`config.mk`:
```
export PLATFORM = sky130hd
export DESIGN_NAME = seg_scan_ctrl_flat
export DESIGN_NICKNAME = d
export VERILOG_FILES = /design/src/rtl/seg_scan_pkg.sv /design/src/rtl/seg_scan_ctrl_if.sv /design/src/rtl/seg_scan_ctrl_scan_timer.sv /design/src/rtl/seg_scan_ctrl.sv /design/src/flat_wrapper.sv
export SDC_FILE = /design/constraint.sdc
export NUM_CORES = 1
export LEC_CHECK = 0
export BUFFER_PORTS_ARGS = -buffer_cell sky130_fd_sc_hd__buf_4
export CAP_MARGIN = 0
export CORE_UTILIZATION = 25
export DETAILED_ROUTE_END_ITERATION = 12
export SLEW_MARGIN = 15
export SYNTH_ARGS = -nofsm -noshare
export SYNTH_HDL_FRONTEND = slang
export SYNTH_SLANG_ARGS = --single-unit
```
`constraint.sdc`:
```
create_clock -name clk -period 3.05 [get_ports clk]
set_input_delay 0.305 -clock clk [delete_from_list [all_inputs] [get_ports clk]]
set_output_delay 0.305 -clock clk [all_outputs]
set_load 0.01 [all_outputs]
```
`src/rtl/seg_scan_pkg.sv`:
```
// Shared types and constants for the multiplexed seven-segment digit scanner.
// No logic here; latency and backpressure are defined by the users of the package.
package seg_scan_pkg;

  typedef enum logic [1:0] {
    ST_IDLE = 2'd0,
    ST_SHOW = 2'd1,
    ST_GAP  = 2'd2
  } state_t;

  localparam logic [3:0] AN_OFF       = 4'b1111;
  localparam int         SHOW_CYC_DEF = 25000;
  localparam int         GAP_CYC_DEF  = 16;

  function automatic int tmr_width(input int a, input int b);
    int m;
    m = (a > b) ? a : b;
    if (m < 2) return 1;
    return $clog2(m);
  endfunction

  // Digit i goes dark when it and every more-significant nibble are zero.
  function automatic logic lead_blank(input logic [15:0] d, input logic [1:0] i);
    case (i)
      2'd3:    return d[15:12] == 4'h0;
      2'd2:    return d[15:8] == 8'h0;
      2'd1:    return d[15:4] == 12'h0;
      default: return 1'b0;
    endcase
  endfunction

endpackage

```
`src/rtl/seg_scan_ctrl_if.sv`:
```
// Host-side bundle for the digit scanner: value/load/control inputs, anode/nibble outputs.
// Plain wires; no handshake, load is a fire-and-forget strobe.
interface seg_scan_ctrl_if;
  logic        enable;
  logic [15:0] value;
  logic        load;
  logic [3:0]  dp_in;
  logic        lz_en;
  logic [3:0]  an;
  logic [3:0]  x;
  logic        dp;
  logic        pending;
  logic        frame_done;

  modport master (
    output enable, value, load, dp_in, lz_en,
    input  an, x, dp, pending, frame_done
  );

  modport slave (
    input  enable, value, load, dp_in, lz_en,
    output an, x, dp, pending, frame_done
  );
endinterface

```
`src/rtl/seg_scan_ctrl_scan_timer.sv`:
```
// Phase counter for the scanner: clear beats load beats increment, one-cycle update.
// No backpressure; the owner decides every cycle which action applies.
module scan_timer #(
  parameter int W = 2
) (
  input  logic         clk,
  input  logic         rst_n,
  input  logic         clr,
  input  logic         ld,
  input  logic         inc,
  input  logic [W-1:0] ld_val,
  output logic [W-1:0] cnt
);

  always_ff @(posedge clk or negedge rst_n) begin
    if (!rst_n)   cnt <= '0;
    else if (clr) cnt <= '0;
    else if (ld)  cnt <= ld_val;
    else if (inc) cnt <= cnt + W'(1);
  end

endmodule

```
`src/rtl/seg_scan_ctrl.sv`:
```
// Time-multiplexes four hex digits onto one anode bus with blank gaps; all outputs registered.
// No backpressure: load is accepted every cycle, latest value wins until the frame boundary.
module seg_scan_ctrl
  import seg_scan_pkg::*;
#(
  parameter int SHOW_CYC = SHOW_CYC_DEF,
  parameter int GAP_CYC  = GAP_CYC_DEF
) (
  input  logic           clk,
  input  logic           rst_n,
  seg_scan_ctrl_if.slave bus
);

  localparam int            TW        = tmr_width(SHOW_CYC, GAP_CYC);
  localparam logic [TW-1:0] SHOW_LAST = TW'(SHOW_CYC - 1);
  localparam logic [TW-1:0] GAP_LAST  = TW'(GAP_CYC - 1);

  state_t        state, state_nxt;
  logic [1:0]    idx, idx_nxt;
  logic [TW-1:0] tmr, tmr_nxt;
  logic          tmr_clr, wrap, commit, armed;
  logic [15:0]   display, disp_nxt, pbuf, pbuf_nxt;
  logic          pend, pend_nxt;
  logic [3:0]    an_q, an_nxt, x_q, x_nxt;
  logic          dp_q, dp_nxt, fd_q, fd_nxt;

  scan_timer #(.W(TW)) u_tmr (
    .clk    (clk),
    .rst_n  (rst_n),
    .clr    (tmr_clr),
    .ld     (1'b0),
    .inc    (1'b1),
    .ld_val ('0),
    .cnt    (tmr)
  );

  always_ff @(posedge clk or negedge rst_n) begin
    if (!rst_n) begin
      state   <= ST_IDLE;
      idx     <= 2'd0;
      armed   <= 1'b0;
      display <= 16'h0;
      pbuf    <= 16'h0;
      pend    <= 1'b0;
      an_q    <= AN_OFF;
      x_q     <= 4'h0;
      dp_q    <= 1'b1;
      fd_q    <= 1'b0;
    end else begin
      state   <= state_nxt;
      idx     <= idx_nxt;
      armed   <= 1'b1;
      display <= disp_nxt;
      pbuf    <= pbuf_nxt;
      pend    <= pend_nxt;
      an_q    <= an_nxt;
      x_q     <= x_nxt;
      dp_q    <= dp_nxt;
      fd_q    <= fd_nxt;
    end
  end

  always_comb begin
    state_nxt = state;
    idx_nxt   = idx;
    tmr_clr   = 1'b1;
    wrap      = 1'b0;
    disp_nxt  = display;
    pbuf_nxt  = pbuf;
    pend_nxt  = pend;
    an_nxt    = AN_OFF;
    dp_nxt    = 1'b1;
    x_nxt     = x_q;

    // armed holds off the first SHOW until the second edge after reset release
    if (!bus.enable) begin
      state_nxt = ST_IDLE;
      idx_nxt   = 2'd0;
    end else begin
      case (state)
        ST_IDLE: begin
          if (armed) begin
            state_nxt = ST_SHOW;
            idx_nxt   = 2'd0;
          end
        end
        ST_SHOW: begin
          if (tmr == SHOW_LAST) state_nxt = ST_GAP;
          else                  tmr_clr   = 1'b0;
        end
        ST_GAP: begin
          if (tmr == GAP_LAST) begin
            state_nxt = ST_SHOW;
            idx_nxt   = idx + 2'd1;
            wrap      = (idx == 2'd3);
          end else begin
            tmr_clr = 1'b0;
          end
        end
        default: state_nxt = ST_IDLE;
      endcase
    end

    commit = wrap || ((state == ST_IDLE) && pend);
    if (commit) begin
      disp_nxt = bus.load ? bus.value : pbuf;
      pend_nxt = 1'b0;
    end else if (bus.load) begin
      pbuf_nxt = bus.value;
      pend_nxt = 1'b1;
    end

    // Look ahead one cycle so the registered pulse lands on the last GAP cycle of digit 3
    tmr_nxt = tmr_clr ? '0 : tmr + TW'(1);
    fd_nxt  = (state_nxt == ST_GAP) && (idx_nxt == 2'd3) && (tmr_nxt == GAP_LAST);

    if (state_nxt == ST_SHOW) begin
      x_nxt = disp_nxt[{idx_nxt, 2'b00} +: 4];
      if (!(bus.lz_en && lead_blank(disp_nxt, idx_nxt))) begin
        an_nxt = ~(4'b0001 << idx_nxt);
        dp_nxt = ~bus.dp_in[idx_nxt];
      end
    end
  end

  assign bus.an         = an_q;
  assign bus.x          = x_q;
  assign bus.dp         = dp_q;
  assign bus.pending    = pend;
  assign bus.frame_done = fd_q;

endmodule

```
`src/flat_wrapper.sv`:
```
// flat-port wrapper written by rule: the top's interface ports become plain ports
module seg_scan_ctrl_flat import seg_scan_pkg::*;
#(
  parameter int SHOW_CYC = SHOW_CYC_DEF,
  parameter int GAP_CYC  = GAP_CYC_DEF
)
  (clk, rst_n, bus_enable, bus_value, bus_load, bus_dp_in, bus_lz_en, bus_an, bus_x, bus_dp, bus_pending, bus_frame_done);
  seg_scan_ctrl_if bus_i ();
  input  logic clk;
  input  logic rst_n;
  input wire logic [$bits(bus_i.enable)-1:0] bus_enable;
  input wire logic [$bits(bus_i.value)-1:0] bus_value;
  input wire logic [$bits(bus_i.load)-1:0] bus_load;
  input wire logic [$bits(bus_i.dp_in)-1:0] bus_dp_in;
  input wire logic [$bits(bus_i.lz_en)-1:0] bus_lz_en;
  output wire logic [$bits(bus_i.an)-1:0] bus_an;
  output wire logic [$bits(bus_i.x)-1:0] bus_x;
  output wire logic [$bits(bus_i.dp)-1:0] bus_dp;
  output wire logic [$bits(bus_i.pending)-1:0] bus_pending;
  output wire logic [$bits(bus_i.frame_done)-1:0] bus_frame_done;
  assign bus_i.enable = bus_enable;
  assign bus_i.value = bus_value;
  assign bus_i.load = bus_load;
  assign bus_i.dp_in = bus_dp_in;
  assign bus_i.lz_en = bus_lz_en;
  assign bus_an = bus_i.an;
  assign bus_x = bus_i.x;
  assign bus_dp = bus_i.dp;
  assign bus_pending = bus_i.pending;
  assign bus_frame_done = bus_i.frame_done;
  seg_scan_ctrl #(.SHOW_CYC(SHOW_CYC), .GAP_CYC(GAP_CYC)) u_core (.clk(clk), .rst_n(rst_n), .bus(bus_i));
endmodule
```
==> Yosys cells after proc, flatten, opt, wreduce, memory -nomap -nowiden <==
Index checks and enable logic that the tools add are counted.
{ "totals": {"reg_bits": 63, "wordCells": 68, "inputBits": 25, "out_inout_bits": 11} }
{ "op_classes": {"n_bitwise": 2, "shifts": 2, "n_reduce_logical": 10, "add_sub_neg": 2, "magnitude_cmp": 1, "n_mux": 29, "eq_ne": 11} }
{ "ops": {"columns": ["operator", "n"], "rows": [
  ["$mux W16", 2],
  ["$eq A15 B4 Y1 const B", 2],
  ["$shiftx A16 B5 Y4", 1],
  ["$add A15 B1 Y15 const B", 1],
  ["$eq A15 B15 Y1 const B", 1],
  ["$mux W15", 1],
  ["$mux W2", 7],
  ["$logic_not A12 Y1", 1],
  ["$mux W1", 12],
  ["$eq A2 B2 Y1 const B", 5],
  ["$logic_not A8 Y1", 1],
  ["$mux W4", 2],
  ["$eq A2 B1 Y1 const B", 3],
  ["$pmux W2 S3", 1],
  ["$logic_and A1 B1 Y1", 4],
  ["$logic_not A4 Y1", 1],
  ["$not A4 Y4", 1],
  ["$pmux W2 S2", 1],
  ["$shl A1 B2 Y4 const A", 1],
  ["$lt A2 B3 Y1 const B", 1],
  ["$pmux W1 S3", 1],
  ["$add A2 B1 Y2 const B", 1],
  ["$bmux W1 S2", 1],
  ["$logic_not A2 Y1", 1],
  ["other kinds (4)", 4]
]} }

==> Longest topological paths before layout <==
{ "logic_depth": {"depth_word": 12, "depth_mapped": 10, "ltp_nobuf": 9} }

==> Modules after synthesis <==
A second synthesis with hierarchy kept.
{ "unflattened": {"hier_cells": 353, "hier_area_um2": 3598.5} }
{ "modules_own_cells": {"columns": ["module", "cells_each", "n_inst", "area_per_inst_um2", "seq_area_each_um2"], "rows": [
  ["seg_scan_ctrl", 250, 1, 2656.3, 1207.4],
  ["scan_timer", 103, 1, 942.2, 375.4]
]} }

==> Worst setup path before layout <==
OpenSTA, ideal clock, no wires.
{ "synth_path": {"kind": "reg-to-reg", "start": "register u_core.u_tmr.cnt[6]", "end": "register u_core.x_q[1], in the netlist u_core.bus.x[1]", "required_ns": 2.960, "stages_incl_launch_ff": 10, "arrival_time_ns": 2.805, "path_buffers": 3, "setup_slack_ns": 0.155, "setup_ns": 0.090, "path_cell_list": "dfrtp_1 -> buf_6 -> or4_4 -> or4_4 -> buf_6 -> o21ai_4 -> buf_6 -> mux2_2 -> mux2_1 -> o221ai_1"} }
{ "synth_via": {"elab_chain_cells": 7, "word_cells_on_any_way": 16, "classes_between": "eq/ne: 3; shift: 1; mux: 11; reduce/logical: 1"} }
{ "synth_rtl": {"columns": ["item", "line_no", "source"], "rows": [
  ["from (decl)", "seg_scan_ctrl_scan_timer.sv:12", "output logic [W-1:0] cnt"],
  ["from (signal assigned)", "seg_scan_ctrl_scan_timer.sv:18", "else if (ld) cnt <= ld_val;"],
  ["from (signal assigned)", "seg_scan_ctrl_scan_timer.sv:19", "else if (inc) cnt <= cnt + W'(1);"],
  ["$eq A15 B4 Y1", "seg_scan_ctrl.sv:92", "if (tmr == GAP_LAST) begin"],
  ["$mux W1", "seg_scan_ctrl.sv:92", null],
  ["$mux W1", "seg_scan_ctrl.sv:80", "case (state)"],
  ["$mux W1", "seg_scan_ctrl.sv:76", "if (!bus.enable) begin"],
  ["$logic_or A1 B1 Y1", "seg_scan_ctrl.sv:104", "commit = wrap || ((state == ST_IDLE) && pend);"],
  ["$mux W16", "seg_scan_ctrl.sv:105", "if (commit) begin"],
  ["$shiftx A16 B5 Y4", "seg_scan_ctrl.sv:118", "x_nxt = disp_nxt[{idx_nxt, 2'b00} +: 4];"],
  ["to (signal assigned)", "seg_scan_ctrl.sv:57", "x_q <= x_nxt;"],
  ["to (decl)", "seg_scan_ctrl.sv:24", "logic [3:0] an_q, an_nxt, x_q, x_nxt;"]
]} }
Several ways; a longest one is shown, not always the timed one.
A chain may end at the register's enable or synchronous reset.

==> Worst setup path in the final report <==
{ "layout_path": {"start": "register u_core.u_tmr.cnt[13]", "end": "register u_core.x_q[3], in the netlist u_core.bus.x[3]"} }
Same word-level chain as after synthesis.

==> out/metrics.csv <==
metric;value;unit
start_kind;flip-flop;
die_h;121;um
synth_area_leaders;dfrtp_1 41%, mux2_2 12%, dfstp_2 3.7%;
synth_nets;364;
nets;405;
clockBufferDepth;2;
rsz0062_at_grt;false;
totalNegativeSetupSlack;0;ns
dpl.hpwl;6.20;mm
port_buffers;35;
p_per_area;687;nW/um2
critPathKind;flip-flop to flip-flop;
synth_edf_count;0;
cts_buffers;9;
antenna_found_initial;0;
drc;0;
path_max_fanout;21;
relSlewSlack;48.0;%
fmax;0.353;GHz
yosysSeqAreaShare;44.5;%
die_x;121;um
cts_num_sinks;63;
insertion_delay;0.33;ns
cts-root-buf;clkbuf_16;
vias;2696;
core;13900;um2
first_pass_iters;4;
cts_resized;0;
fin_crit;2.83;ns
synth_top_area_share;40.8;%
dpl_cell_area;4050;um2
vdd_drop_max;0.275;mV
grt.busiest_layer;met2;
cts-hold-fix-buffers;0;
status;complete, no violations;
grtUsageTotal;12.3;%
drt_iter0_markers;135;
dieArea;14700;um2
fin_skew;0.00583;ns
report.final.slew_viol_count;0;
vias_per_cell;4.83;
cp_data_required_time;3.28;ns
drive_gt1_share;32.3;%
wl_per_cell;14.8;um
grt_pass1_vias;2803;
cts.clk_slew.worst_paths;0.05;ns
hold_class;input pin to async pin;
grt_pass1_wl;14.1;mm
start_util;25.6;%
synth_cell_types;58;
synthArstFlopShare;100;%
period_share;92.9;%
arrival;3.07;ns
synth_commonest_cells;58 x dfrtp_1, 38 x mux2_2, 24 x nor2_1;
syn_inst;333;
final_cell_area;4340;um2
syn_area;3560;um2
rows;43;
setup_viol;0;
ys_warn_count;0;
yosysMostFrequentCell;dfrtp_1;
ctsHtreeMaxLevel;3;
diodes;0;
area_growth;21.9;%
synth_ff_type;dfrtp_1;
cts_tree;built;
hold_violations;0;
drtAntennaViolNets;0;
power;0.00298;W
gp_congestion;0.839;
grt_util_met2;18.7;%
routed_wl;8.26;mm
use_met1;16.8;%
syn_avg_cell_area;10.7;um2
maxCapViolCount;0;
synth_largest_area_cell;dfrtp_1;
grt_max_degree;64;
num-fill-cells;1419;
ios;36;
utilization;31.2;%
globalRouteMet3Util;3.20;%
grt_overflow;0;
cp-end-kind;flip-flop;
post_cts_buffers;0;
ys_seq_elements;63;
worstMarginPinSlew;0.780;ns
p_leak;1.84;nW
==> area by class of cell <==
| type | instances | area, um2 | area share [%] |
|---|---|---|---|
| multi-input combinational | 229 | 1790 | 41.2 |
| sequential | 63 | 1580 | 36.5 |
| timing repair buffer | 47 | 365 | 8.42 |
| clock buffer | 9 | 225 | 5.19 |
| tap | 180 | 225 | 5.19 |
| inverter | 24 | 90.1 | 2.08 |
| clock inverter | 6 | 62.6 | 1.44 |
==> power breakdown <==
| group | internal [W] | total [W] | switching (W) |
|---|---|---|---|
| registers | 0.00107 | 0.00120 | 0.000131 |
| logic | 0.000434 | 0.000791 | 0.000357 |
| clock network | 0.000625 | 0.000983 | 0.000358 |
| total | 0.00213 | 0.00298 | 0.000847 |
==> logic make-up after synthesis <==
group	share of synthesized area [%]
and+or+nand+nor	17.8
xor gates and xnor gates	3.20
buffers and inverters	5.34
muxes	16.9
adders and majority gates	2.11
AOI/OAI and AO/OA	10.0
DFF	44.5
other	0.105
==> flip-flops by register name (all words and copies together), names as in the netlist <==
register               cells
u_core.armed               1
u_core.bus.an              4
u_core.bus.dp              1
u_core.bus.frame_done      1
u_core.bus.pending         1
u_core.bus.x               4
u_core.display            16
u_core.idx                 2
u_core.pbuf               16
u_core.state               2
u_core.u_tmr.cnt          15
==> cells in the final DEF (no fill, tap or decap), types with 7 or more instances in the layout <==
cell type | Yosys | routed
nand3_1 | 11 | 11
mux2_2 | 38 | 38
clkbuf_16 | 0 | 9
nor4_1 | 11 | 11
buf_4 | 1 | 46
nor2_1 | 24 | 24
nand2_1 | 16 | 16
mux2i_1 | 8 | 8
dfrtp_1 | 58 | 58
o21ai_0 | 8 | 8
a21oi_1 | 8 | 8
xor2_1 | 7 | 7
inv_1 | 23 | 23
==> metrics by stage <==
stage	hold WS, ns	instances	setup WS, ns
after floorplan	0.00941	333	0.155
after global placement	0.441	543	0.264
after detailed placement	0.445	543	0.231
after CTS	0.100	558	0.216
after global routing	0.138	558	0.0469
final	0.0607	558	0.216
==> worst paths after layout <==
kind | cells past startpoint | slack, ns | to | startpoint
min in group clk | 2 | 0.22 | u_core.pbuf[1] | bus_value[1]
max reg2reg | 7 | 0.22 | u_core.bus.x[3] | u_core.u_tmr.cnt[13]
min | 1 | 0.06 | u_core.u_tmr.cnt[12] | rst_n
max | 7 | 0.22 | u_core.bus.x[3] | u_core.u_tmr.cnt[13]
min reg2reg | 1 | 0.50 | u_core.pbuf[2] | u_core.pbuf[2]
max in group asynchronous | 1 | 2.47 | u_core.armed | rst_n
==> metal layers <==
metal  routed length, um  vias up
met2                3740       84
met1                4000     1322
met4                 138        0
met3                 374       10
met5                   0        -
li1                    -     1280
==> critical path: stages (launching register included) <==
cell      delay, ns
dfrtp_1        0.43
or4_4          0.56
or4_4          0.56
o21ai_4        0.19
buf_12         0.18
mux2_1         0.36
mux2_2         0.28
o221ai_1       0.18
No activity file was read; power rests on OpenSTA's default activity.
